## config.mk

```make
export PLATFORM = sky130hd
export DESIGN_NAME = aes128_key_schedule
export DESIGN_NICKNAME = d
export VERILOG_FILES = /design/src/rtl/aes128_type_pkg.sv /design/src/rtl/aes128_sbox.sv /design/src/rtl/aes128_key_schedule.sv
export SDC_FILE = /design/constraint.sdc
export NUM_CORES = 1
export LEC_CHECK = 0
export CAP_MARGIN = 30
export CORE_MARGIN = 1
export CORE_UTILIZATION = 45
export CTS_CLUSTER_SIZE = 28
export DETAILED_ROUTE_END_ITERATION = 10
export PLACE_DENSITY = 0.7
export SLEW_MARGIN = 20
export SYNTH_ARGS = -nofsm -noshare
export SYNTH_HDL_FRONTEND = slang
export SYNTH_HIERARCHICAL = 1
export SYNTH_SLANG_ARGS = --single-unit
export TNS_END_PERCENT = 50
```

## constraint.sdc

```tcl
create_clock -name clk_i -period 4.45 [get_ports clk_i]
set_clock_uncertainty 0.15 [all_clocks]
set_input_delay 0.445 -clock clk_i [delete_from_list [all_inputs] [get_ports clk_i]]
set_output_delay 0.445 -clock clk_i [all_outputs]
set_load 0.02 [all_outputs]
```

## src/rtl/aes128_type_pkg.sv

```systemverilog
// Shared AES-128 types and constants: S-box table, Rcon seed, round count, key-schedule states.
// Latency: n/a (constants, types and a pure combinational helper).
// Backpressure: n/a.
package aes128_type_pkg;

    localparam int         AES128_NUM_ROUNDS = 10;
    localparam logic [7:0] RCON_INIT         = 8'h01;

    typedef enum logic [1:0] {
        IDLE   = 2'd0,
        SUB    = 2'd1,
        EXPAND = 2'd2
    } ks_state_t;

    // Forward S-box, indexed by the input byte.
    localparam logic [7:0] SBOX [256] = '{
        8'h63, 8'h7c, 8'h77, 8'h7b, 8'hf2, 8'h6b, 8'h6f, 8'hc5, 8'h30, 8'h01, 8'h67, 8'h2b, 8'hfe, 8'hd7, 8'hab, 8'h76,
        8'hca, 8'h82, 8'hc9, 8'h7d, 8'hfa, 8'h59, 8'h47, 8'hf0, 8'had, 8'hd4, 8'ha2, 8'haf, 8'h9c, 8'ha4, 8'h72, 8'hc0,
        8'hb7, 8'hfd, 8'h93, 8'h26, 8'h36, 8'h3f, 8'hf7, 8'hcc, 8'h34, 8'ha5, 8'he5, 8'hf1, 8'h71, 8'hd8, 8'h31, 8'h15,
        8'h04, 8'hc7, 8'h23, 8'hc3, 8'h18, 8'h96, 8'h05, 8'h9a, 8'h07, 8'h12, 8'h80, 8'he2, 8'heb, 8'h27, 8'hb2, 8'h75,
        8'h09, 8'h83, 8'h2c, 8'h1a, 8'h1b, 8'h6e, 8'h5a, 8'ha0, 8'h52, 8'h3b, 8'hd6, 8'hb3, 8'h29, 8'he3, 8'h2f, 8'h84,
        8'h53, 8'hd1, 8'h00, 8'hed, 8'h20, 8'hfc, 8'hb1, 8'h5b, 8'h6a, 8'hcb, 8'hbe, 8'h39, 8'h4a, 8'h4c, 8'h58, 8'hcf,
        8'hd0, 8'hef, 8'haa, 8'hfb, 8'h43, 8'h4d, 8'h33, 8'h85, 8'h45, 8'hf9, 8'h02, 8'h7f, 8'h50, 8'h3c, 8'h9f, 8'ha8,
        8'h51, 8'ha3, 8'h40, 8'h8f, 8'h92, 8'h9d, 8'h38, 8'hf5, 8'hbc, 8'hb6, 8'hda, 8'h21, 8'h10, 8'hff, 8'hf3, 8'hd2,
        8'hcd, 8'h0c, 8'h13, 8'hec, 8'h5f, 8'h97, 8'h44, 8'h17, 8'hc4, 8'ha7, 8'h7e, 8'h3d, 8'h64, 8'h5d, 8'h19, 8'h73,
        8'h60, 8'h81, 8'h4f, 8'hdc, 8'h22, 8'h2a, 8'h90, 8'h88, 8'h46, 8'hee, 8'hb8, 8'h14, 8'hde, 8'h5e, 8'h0b, 8'hdb,
        8'he0, 8'h32, 8'h3a, 8'h0a, 8'h49, 8'h06, 8'h24, 8'h5c, 8'hc2, 8'hd3, 8'hac, 8'h62, 8'h91, 8'h95, 8'he4, 8'h79,
        8'he7, 8'hc8, 8'h37, 8'h6d, 8'h8d, 8'hd5, 8'h4e, 8'ha9, 8'h6c, 8'h56, 8'hf4, 8'hea, 8'h65, 8'h7a, 8'hae, 8'h08,
        8'hba, 8'h78, 8'h25, 8'h2e, 8'h1c, 8'ha6, 8'hb4, 8'hc6, 8'he8, 8'hdd, 8'h74, 8'h1f, 8'h4b, 8'hbd, 8'h8b, 8'h8a,
        8'h70, 8'h3e, 8'hb5, 8'h66, 8'h48, 8'h03, 8'hf6, 8'h0e, 8'h61, 8'h35, 8'h57, 8'hb9, 8'h86, 8'hc1, 8'h1d, 8'h9e,
        8'he1, 8'hf8, 8'h98, 8'h11, 8'h69, 8'hd9, 8'h8e, 8'h94, 8'h9b, 8'h1e, 8'h87, 8'he9, 8'hce, 8'h55, 8'h28, 8'hdf,
        8'h8c, 8'ha1, 8'h89, 8'h0d, 8'hbf, 8'he6, 8'h42, 8'h68, 8'h41, 8'h99, 8'h2d, 8'h0f, 8'hb0, 8'h54, 8'hbb, 8'h16
    };

    // Multiply by x in GF(2^8) modulo the AES polynomial.
    function automatic logic [7:0] xtime(input logic [7:0] b);
        return {b[6:0], 1'b0} ^ (b[7] ? 8'h1b : 8'h00);
    endfunction

endpackage

```

## src/rtl/aes128_sbox.sv

```systemverilog
// AES forward S-box byte lookup; shared by key schedule and byte-serial SubBytes stage.
// Latency: combinational.
// Backpressure: none (pure function of in_byte).
// Ports: in_byte - byte to substitute; out_byte - substituted byte.
module aes128_sbox
    import aes128_type_pkg::*;
(
    input  logic [7:0] in_byte,
    output logic [7:0] out_byte
);

    assign out_byte = SBOX[in_byte];

endmodule

```

## src/rtl/aes128_key_schedule.sv

```systemverilog
// Iterative AES-128 key expansion: holds the current round key and advances it by one round per request.
// Latency: done_o pulses 6 edges after next_i is accepted (4 S-box cycles, 1 combine, 1 output cycle).
// Backpressure: next_i is ignored while busy_o or at the last round; load_i always wins and aborts.
// Ports: clk_i/rst_n_i clock and async active-low reset; load_i/key_i load round key 0;
//        next_i requests the next round key; round_key_o/round_o current key and its index;
//        busy_o expansion in flight; done_o one-cycle pulse when a new round key is valid.
module aes128_key_schedule
    import aes128_type_pkg::*;
#(
    parameter int NUM_ROUNDS = AES128_NUM_ROUNDS
) (
    input  logic         clk_i,
    input  logic         rst_n_i,
    input  logic         load_i,
    input  logic [127:0] key_i,
    input  logic         next_i,
    output logic [127:0] round_key_o,
    output logic [3:0]   round_o,
    output logic         busy_o,
    output logic         done_o
);

    ks_state_t   state;
    logic [1:0]  cnt;
    logic [7:0]  rcon;
    logic [31:0] temp;

    logic [31:0] w0, w1, w2, w3;
    logic [31:0] rot;
    logic [31:0] t;
    logic [31:0] w4, w5, w6, w7;
    logic [7:0]  sub_in;
    logic [7:0]  sub_out;

    assign w0 = round_key_o[127:96];
    assign w1 = round_key_o[95:64];
    assign w2 = round_key_o[63:32];
    assign w3 = round_key_o[31:0];

    // RotWord of the last word; SubWord is applied one byte per SUB cycle.
    assign rot = {w3[23:0], w3[31:24]};

    always_comb begin
        sub_in = rot[31:24];
        unique case (cnt)
            2'd0: sub_in = rot[31:24];
            2'd1: sub_in = rot[23:16];
            2'd2: sub_in = rot[15:8];
            2'd3: sub_in = rot[7:0];
            default: sub_in = rot[31:24];
        endcase
    end

    aes128_sbox u_sbox (
        .in_byte  (sub_in),
        .out_byte (sub_out)
    );

    assign t  = temp ^ {rcon, 24'h0};
    assign w4 = w0 ^ t;
    assign w5 = w1 ^ w4;
    assign w6 = w2 ^ w5;
    assign w7 = w3 ^ w6;

    assign busy_o = (state != IDLE);

    always_ff @(posedge clk_i or negedge rst_n_i) begin
        if (!rst_n_i) begin
            state       <= IDLE;
            cnt         <= 2'd0;
            rcon        <= RCON_INIT;
            temp        <= 32'h0;
            round_key_o <= 128'h0;
            round_o     <= 4'd0;
            done_o      <= 1'b0;
        end else begin
            done_o <= 1'b0;
            if (load_i) begin
                // Load also aborts any expansion in flight; a coincident next_i is dropped.
                state       <= IDLE;
                cnt         <= 2'd0;
                rcon        <= RCON_INIT;
                round_key_o <= key_i;
                round_o     <= 4'd0;
            end else begin
                unique case (state)
                    IDLE: begin
                        if (next_i && (round_o < 4'(NUM_ROUNDS))) begin
                            state <= SUB;
                            cnt   <= 2'd0;
                        end
                    end
                    SUB: begin
                        unique case (cnt)
                            2'd0: temp[31:24] <= sub_out;
                            2'd1: temp[23:16] <= sub_out;
                            2'd2: temp[15:8]  <= sub_out;
                            2'd3: temp[7:0]   <= sub_out;
                            default: temp[31:24] <= sub_out;
                        endcase
                        cnt <= cnt + 2'd1;
                        if (cnt == 2'd3) begin
                            state <= EXPAND;
                        end
                    end
                    EXPAND: begin
                        round_key_o <= {w4, w5, w6, w7};
                        round_o     <= round_o + 4'd1;
                        rcon        <= xtime(rcon);
                        done_o      <= 1'b1;
                        state       <= IDLE;
                    end
                    default: begin
                        state <= IDLE;
                    end
                endcase
            end
        end
    end

endmodule

```

=== After elaboration in Yosys (flattened, before gate mapping) ===
Memory sizes are Yosys's and may differ from the RTL's.
Cells that the tools add are included.

* Flip-flop bits (word level): 177
* Bits in read-only memories: 2,048
* Input port bits: 132
* Word-level logic and storage cells: 61
* Memories kept: 1

* Add/subtract/negate cells: 2
* $lt $le $gt $ge: 2
* Eq/ne operators: 7
* Muxes and demuxes: 19
* Bitwise logic cells: 8
* Reductions and logical operators: 12

{| class="wikitable"
|+ Memories
! name !! words !! bits a word !! read ports !! clocked after Yosys merged registers in !! wr ports !! line !! source
|-
| (no name shown) || 256 || 8 || 1 || 0 || 0 || aes128_sbox.sv:12 || <nowiki>assign out_byte = SBOX[in_byte];</nowiki>
|}

{| class="wikitable"
|+ Operators with widths
! operator !! count
|-
| $mux 128 || 2
|-
| $xor 32x32->32 || 5
|-
| $mux 8 || 4
|-
| $pmux 8 s4 || 1
|-
| $reduce_and 3->1 || 4
|-
| $mux 2 || 5
|-
| $ge 9x9->1 const B || 1
|-
| $not 8->9 || 1
|-
| $mux 4 || 2
|-
| $pmux 2 s2 || 2
|-
| $xor 8x5->8 || 1
|-
| $eq 2x2->1 const B || 3
|-
| $ne 3x3->1 const B || 2
|-
| $mux 5 || 1
|-
| $add 4x1->4 const B || 1
|-
| $eq 2x1->1 const B || 2
|-
| $logic_not 2->1 || 2
|-
| $lt 4x4->1 const B || 1
|-
| $reduce_and 2->1 || 2
|-
| $reduce_bool 2->1 || 2
|-
| $reduce_bool 3->1 || 1
|-
| $add 2x1->2 const B || 1
|-
| $mux 1 || 2
|-
| $logic_and 1x1->1 || 1
|-
| $not 1->1 || 1
|}

=== Logic depth before layout (Yosys ltp) ===
Gate-level depths: netlist of the first run.

* Word-level depth: 7
* Depth in mapped cells: 17

=== By module ===
The synthesis of the first run kept the hierarchy.

{| class="wikitable"
|+ By module, submodules not included
! module !! instances !! cells an instance !! area each (um2)
|-
| aes128_key_schedule || 1 || 951 || 9,674.3
|-
| aes128_sbox || 1 || 565 || 3,498.4
|}

=== Least setup slack after synthesis of the first run ===
OpenSTA, ideal clock, no wires.

* Kind: register to register
* Start: register cnt[0]
* End: register temp[13]
* Library setup time: 0.125 ns
* Arrival time: 3.851 ns
* Data required time: 4.175 ns
* Path slack: 0.324 ns
* Cell stages (with the launch flop): 16
* Path buffers: 3
* Clock period less this slack: 4.126 ns
* Path through: dfrtp_1 inv_1 ha_1 clkbuf_1 mux2i_1 buf_2 inv_1 ha_1 buf_2 nand2b_1 a21oi_1 a211oi_1 a2111oi_0 a21oi_1 a32o_1 mux2_2

* Cells in the longest elaborated chain, start to end: 6
* Elaborated cells between the ends (all ways): 10

{| class="wikitable"
|+ RTL lines
! item !! line !! source
|-
| start: declaration || aes128_key_schedule.sv:24 || <nowiki>logic [1:0] cnt;</nowiki>
|-
| start signal: assignment || aes128_key_schedule.sv:101 || <nowiki>cnt <= cnt + 2'd1;</nowiki>
|-
| $eq 2x2->1 (tied with other cells) || aes128_key_schedule.sv:45 || <nowiki>unique case (cnt)</nowiki>
|-
| $pmux 8 s4 * || aes128_key_schedule.sv:45 ||
|-
| net sub_in[1] || aes128_key_schedule.sv:32 || <nowiki>logic [7:0] sub_in;</nowiki>
|-
| $not 8->9 (not written as such) * || aes128_sbox.sv:12 ||
|-
| $mem_v2 256x8 * || - ||
|-
| $mux 8 (not written as such) * (2 in series) || aes128_sbox.sv:12 ||
|-
| net sub_out[5] || aes128_key_schedule.sv:33 || <nowiki>logic [7:0] sub_out;</nowiki>
|-
| end signal: assignment || aes128_key_schedule.sv:97 || <nowiki>2'd2: temp[15:8] <= sub_out;</nowiki>
|-
| end: declaration || aes128_key_schedule.sv:26 || <nowiki>logic [31:0] temp;</nowiki>
|}

Mark *: on every way through the listed nets, which the timed path passes. The rest lies on a longest branch. The select of a mux whose other input is x is not followed.
A chain may end at the register's enable or synchronous reset.

=== Worst setup path after layout of the first run ===
* Start: register cnt[0]
* End: register temp[17]

Same word-level chain as after synthesis.

==> results of run 1 <==
[final timing paths]
kind                              endpoint  slack [ns]  cells past startpoint
setup / recovery                  temp[17]        0.08                     15
hold / removal             round_key_o[62]        0.20                      3
setup reg to reg                  temp[17]        0.08                     15
hold reg to reg                    rcon[0]        0.38                      2
max in group asynchronous  round_key_o[13]        2.66                      3
min in group asynchronous  round_key_o[20]        0.52                      2
[layer usage]
layer	vias up	global-route usage	part of all wire
met4	0	0.178	0.043
met5	-	0	0
li1	5975	-	-
met1	6655	0.502	0.41
met3	130	0.0945	0.091
met2	737	0.601	0.45
[what timing repair did]
item	4_1_cts	5_1_grt
endpoints found under the hold margin	2	0
hold buffers	1	0
endpoints found under the setup margin	0	7
resized for setup	0	2
[cell usage after synthesis (16+ instances only)]
master	n	area (um2)
a21oi_1	64	320
a31oi_1	48	300
buf_2	48	240
clkbuf_1	64	240
dfrtp_1	176	4400
ha_1	21	263
inv_1	16	60.1
mux2_2	35	394
nand2_1	206	773
nand2b_1	25	156
nand3_1	23	115
nor2_1	110	413
nor2b_1	20	125
nor3_1	32	160
o211ai_1	24	180
o21ai_0	165	826
or3_1	31	194
xnor2_1	78	683
xnor3_1	26	586
xor2_1	58	508
[where the power goes]
part | leakage (nW) | switching (mW) | internal (mW)
clock network | 0.303 | 0.670 | 0.989
registers | 2.17 | 0.304 | 1.81
logic | 4.63 | 1.68 | 1.43
[state kept, by name, indices dropped and copies added (netlist names)]
name / flops
cnt: 2
rcon: 8
state: 2
done_o: 1
round_key_o: 128
temp: 32
round_o: 4
[area by class of cell]
class	instances	area share
Antenna cell	1	0.000143
Inverter	19	0.00407
Clock buffer	21	0.0268
Sequential cell	177	0.253
Clock inverter	11	0.0101
Timing Repair Buffer	405	0.217
Tap cell	384	0.0274
Multi-Input combinational cell	1183	0.462
[stage by stage]
| stage | util | area, um2 | instances |
|---|---|---|---|
| floorplan | - | 13200 | 1516 |
| global placement | 0.585 | 16800 | 2166 |
| detailed placement | 0.585 | 16800 | 2166 |
| CTS | 0.608 | 17500 | 2199 |
| global route | 0.609 | 17500 | 2200 |
| finish | 0.609 | 17500 | 2201 |
[cell families (layout without fill, tap and decap cells)]
logic type      count (synthesis)  in the layout  synth area share
compound gates                432            432             0.206
simple gates                  503            503             0.178
mux                            51             51            0.0430
other cells                     0              1                 0
xor+xnor                      176            176             0.161
fa+ha+maj                      21             21            0.0199
flops                         177            177             0.336
buf+inv                       156            456            0.0564
[worst min-delay path: cells and delay by family]
| kind | cells | cell delay [ns] |
|---|---|---|
| buffers and inverters | 1 | 0.17 |
| and+or+nand+nor | 2 | 0.14 |
==> flow_summary.ini, run 1 <==
[timing]
worst_slew_margin_rel = 0.394
setup_viol = 0
tns_ns = 0
hold_violations = 0
fin_crit_ns = 4.37
drv_slew = 0
timing.final.crit_share = 0.981
max_freq_ghz = 0.229
worstMarginPinSlew_ns = 0.909
worst_slack_ns = 0.0845
rsz0062_at_grt = no
hold_ws_ns = 0.202

[route]
dr.pass1.iters = 6
vias = 13500
routed_wl_um = 57500
drcViolationCount = 0
ant_nets = 0
vias_per_cell = 6.13
drt_iter0_markers = 1377
wl_per_cell_um = 26.1

[synth]
syn_inst = 1516
synth-main-ff-cell = dfrtp_1
async_flop_share = 1.00
synth_area_um2 = 13200
synth_nets = 1669
synth.avg_cell_area_um2 = 8.69
yosys_warnings = 6
yosysSeqAreaShare = 0.336
synth_seq_cells = 177
synth-edff-count = 0
synth_cell_type_count = 79

[global_routing]
grt_max_degree = 107
grt_pass1_wl_um = 86000
grt_pass1_vias = 13400
overflow = 0
grt_util_all_layers = 0.385
antenna_found_initial = 0

[clock_network]
numCtsBuffers = 17
cts.sinks = 177
cts_max_path_buffers = 2
clk_pin_slew_ns = 0.07
cts_tree = done
post_cts_buffers = 0
h-tree-depth = 4
cts_root_buf = clkbuf_16
clock_latency_ns = 0.45

[final_layout]
seq_area_um2 = 4430
final_cell_mix = clkdlybuf4s50_1 (263), nand2_1 (206), dfrtp_1 (176), o21ai_0 (165), buf_4 (131)
multi_input_area_um2 = 8090
num-fill-cells = 2382
syn2layout_area_growth_pct = 33.1
layout_commonest_cell = clkdlybuf4s50_1
drive_above_1_share = 0.132
nets = 1956

[hold_path]
min-delay-start = load_i
hp-class = input pin to register

[critical_path]
critical_path.max_fanout = 34
path_buf_inv = 5
arrival_ns = 4.55
r2r-start = cnt[0]
slowest_delay_ns = 0.66
crit_start = cnt[0]
setup.worst_path.start_class = register
critical-path-top-delay-family = compound AO/OA/AOI/OAI gates
worst_path_most_repeated_cell = buf_4
crit_required_ns = 4.63
crit_chain = inv_1 -> ha_1 -> a222oi_1 -> mux2i_2 -> buf_12 -> ha_1 -> buf_4 -> buf_4 -> nor2_1 -> o221ai_1 -> buf_4 -> a22oi_1 -> a2111oi_0 -> a211oi_2 -> mux2_2
path_class = register to register
crit_slowest_cell = a2111oi_0
worst_setup_path_end_kind = register

[power_and_ir_drop]
ir_worst_vdd_v = 0.000315
finalPower_mw = 6.88
power.density_nw_per_um2 = 392
p_leak_nw = 7.10

[floorplanning]
ios = 266
dieWidth_um = 173
core_area_um2 = 28800
dieArea_um2 = 30000
start_util = 0.458
rows = 62
die_y_um = 173

[placement]
place.gp.congestion = 1.03
dpl.hpwl_um = 42500
placement.io_buffers = 265
post-place-ws_ns = 0.215

[job]
maxCapViolCount = 0

[outcome]
outcome = completed
Note: power is estimated with default switching activity, not from simulation.
==> run 2, diff against run 1 <==
TNS_END_PERCENT = 10   (was 50)
==> results of run 2 <==
Final layout, timing and power as in run 1 (identical DEF).
==> run 3, diff against run 2 <==
HOLD_SLACK_MARGIN = 0.15   (was not set)
==> results of run 3 <==
Final layout, timing and power as in run 1 (identical DEF).
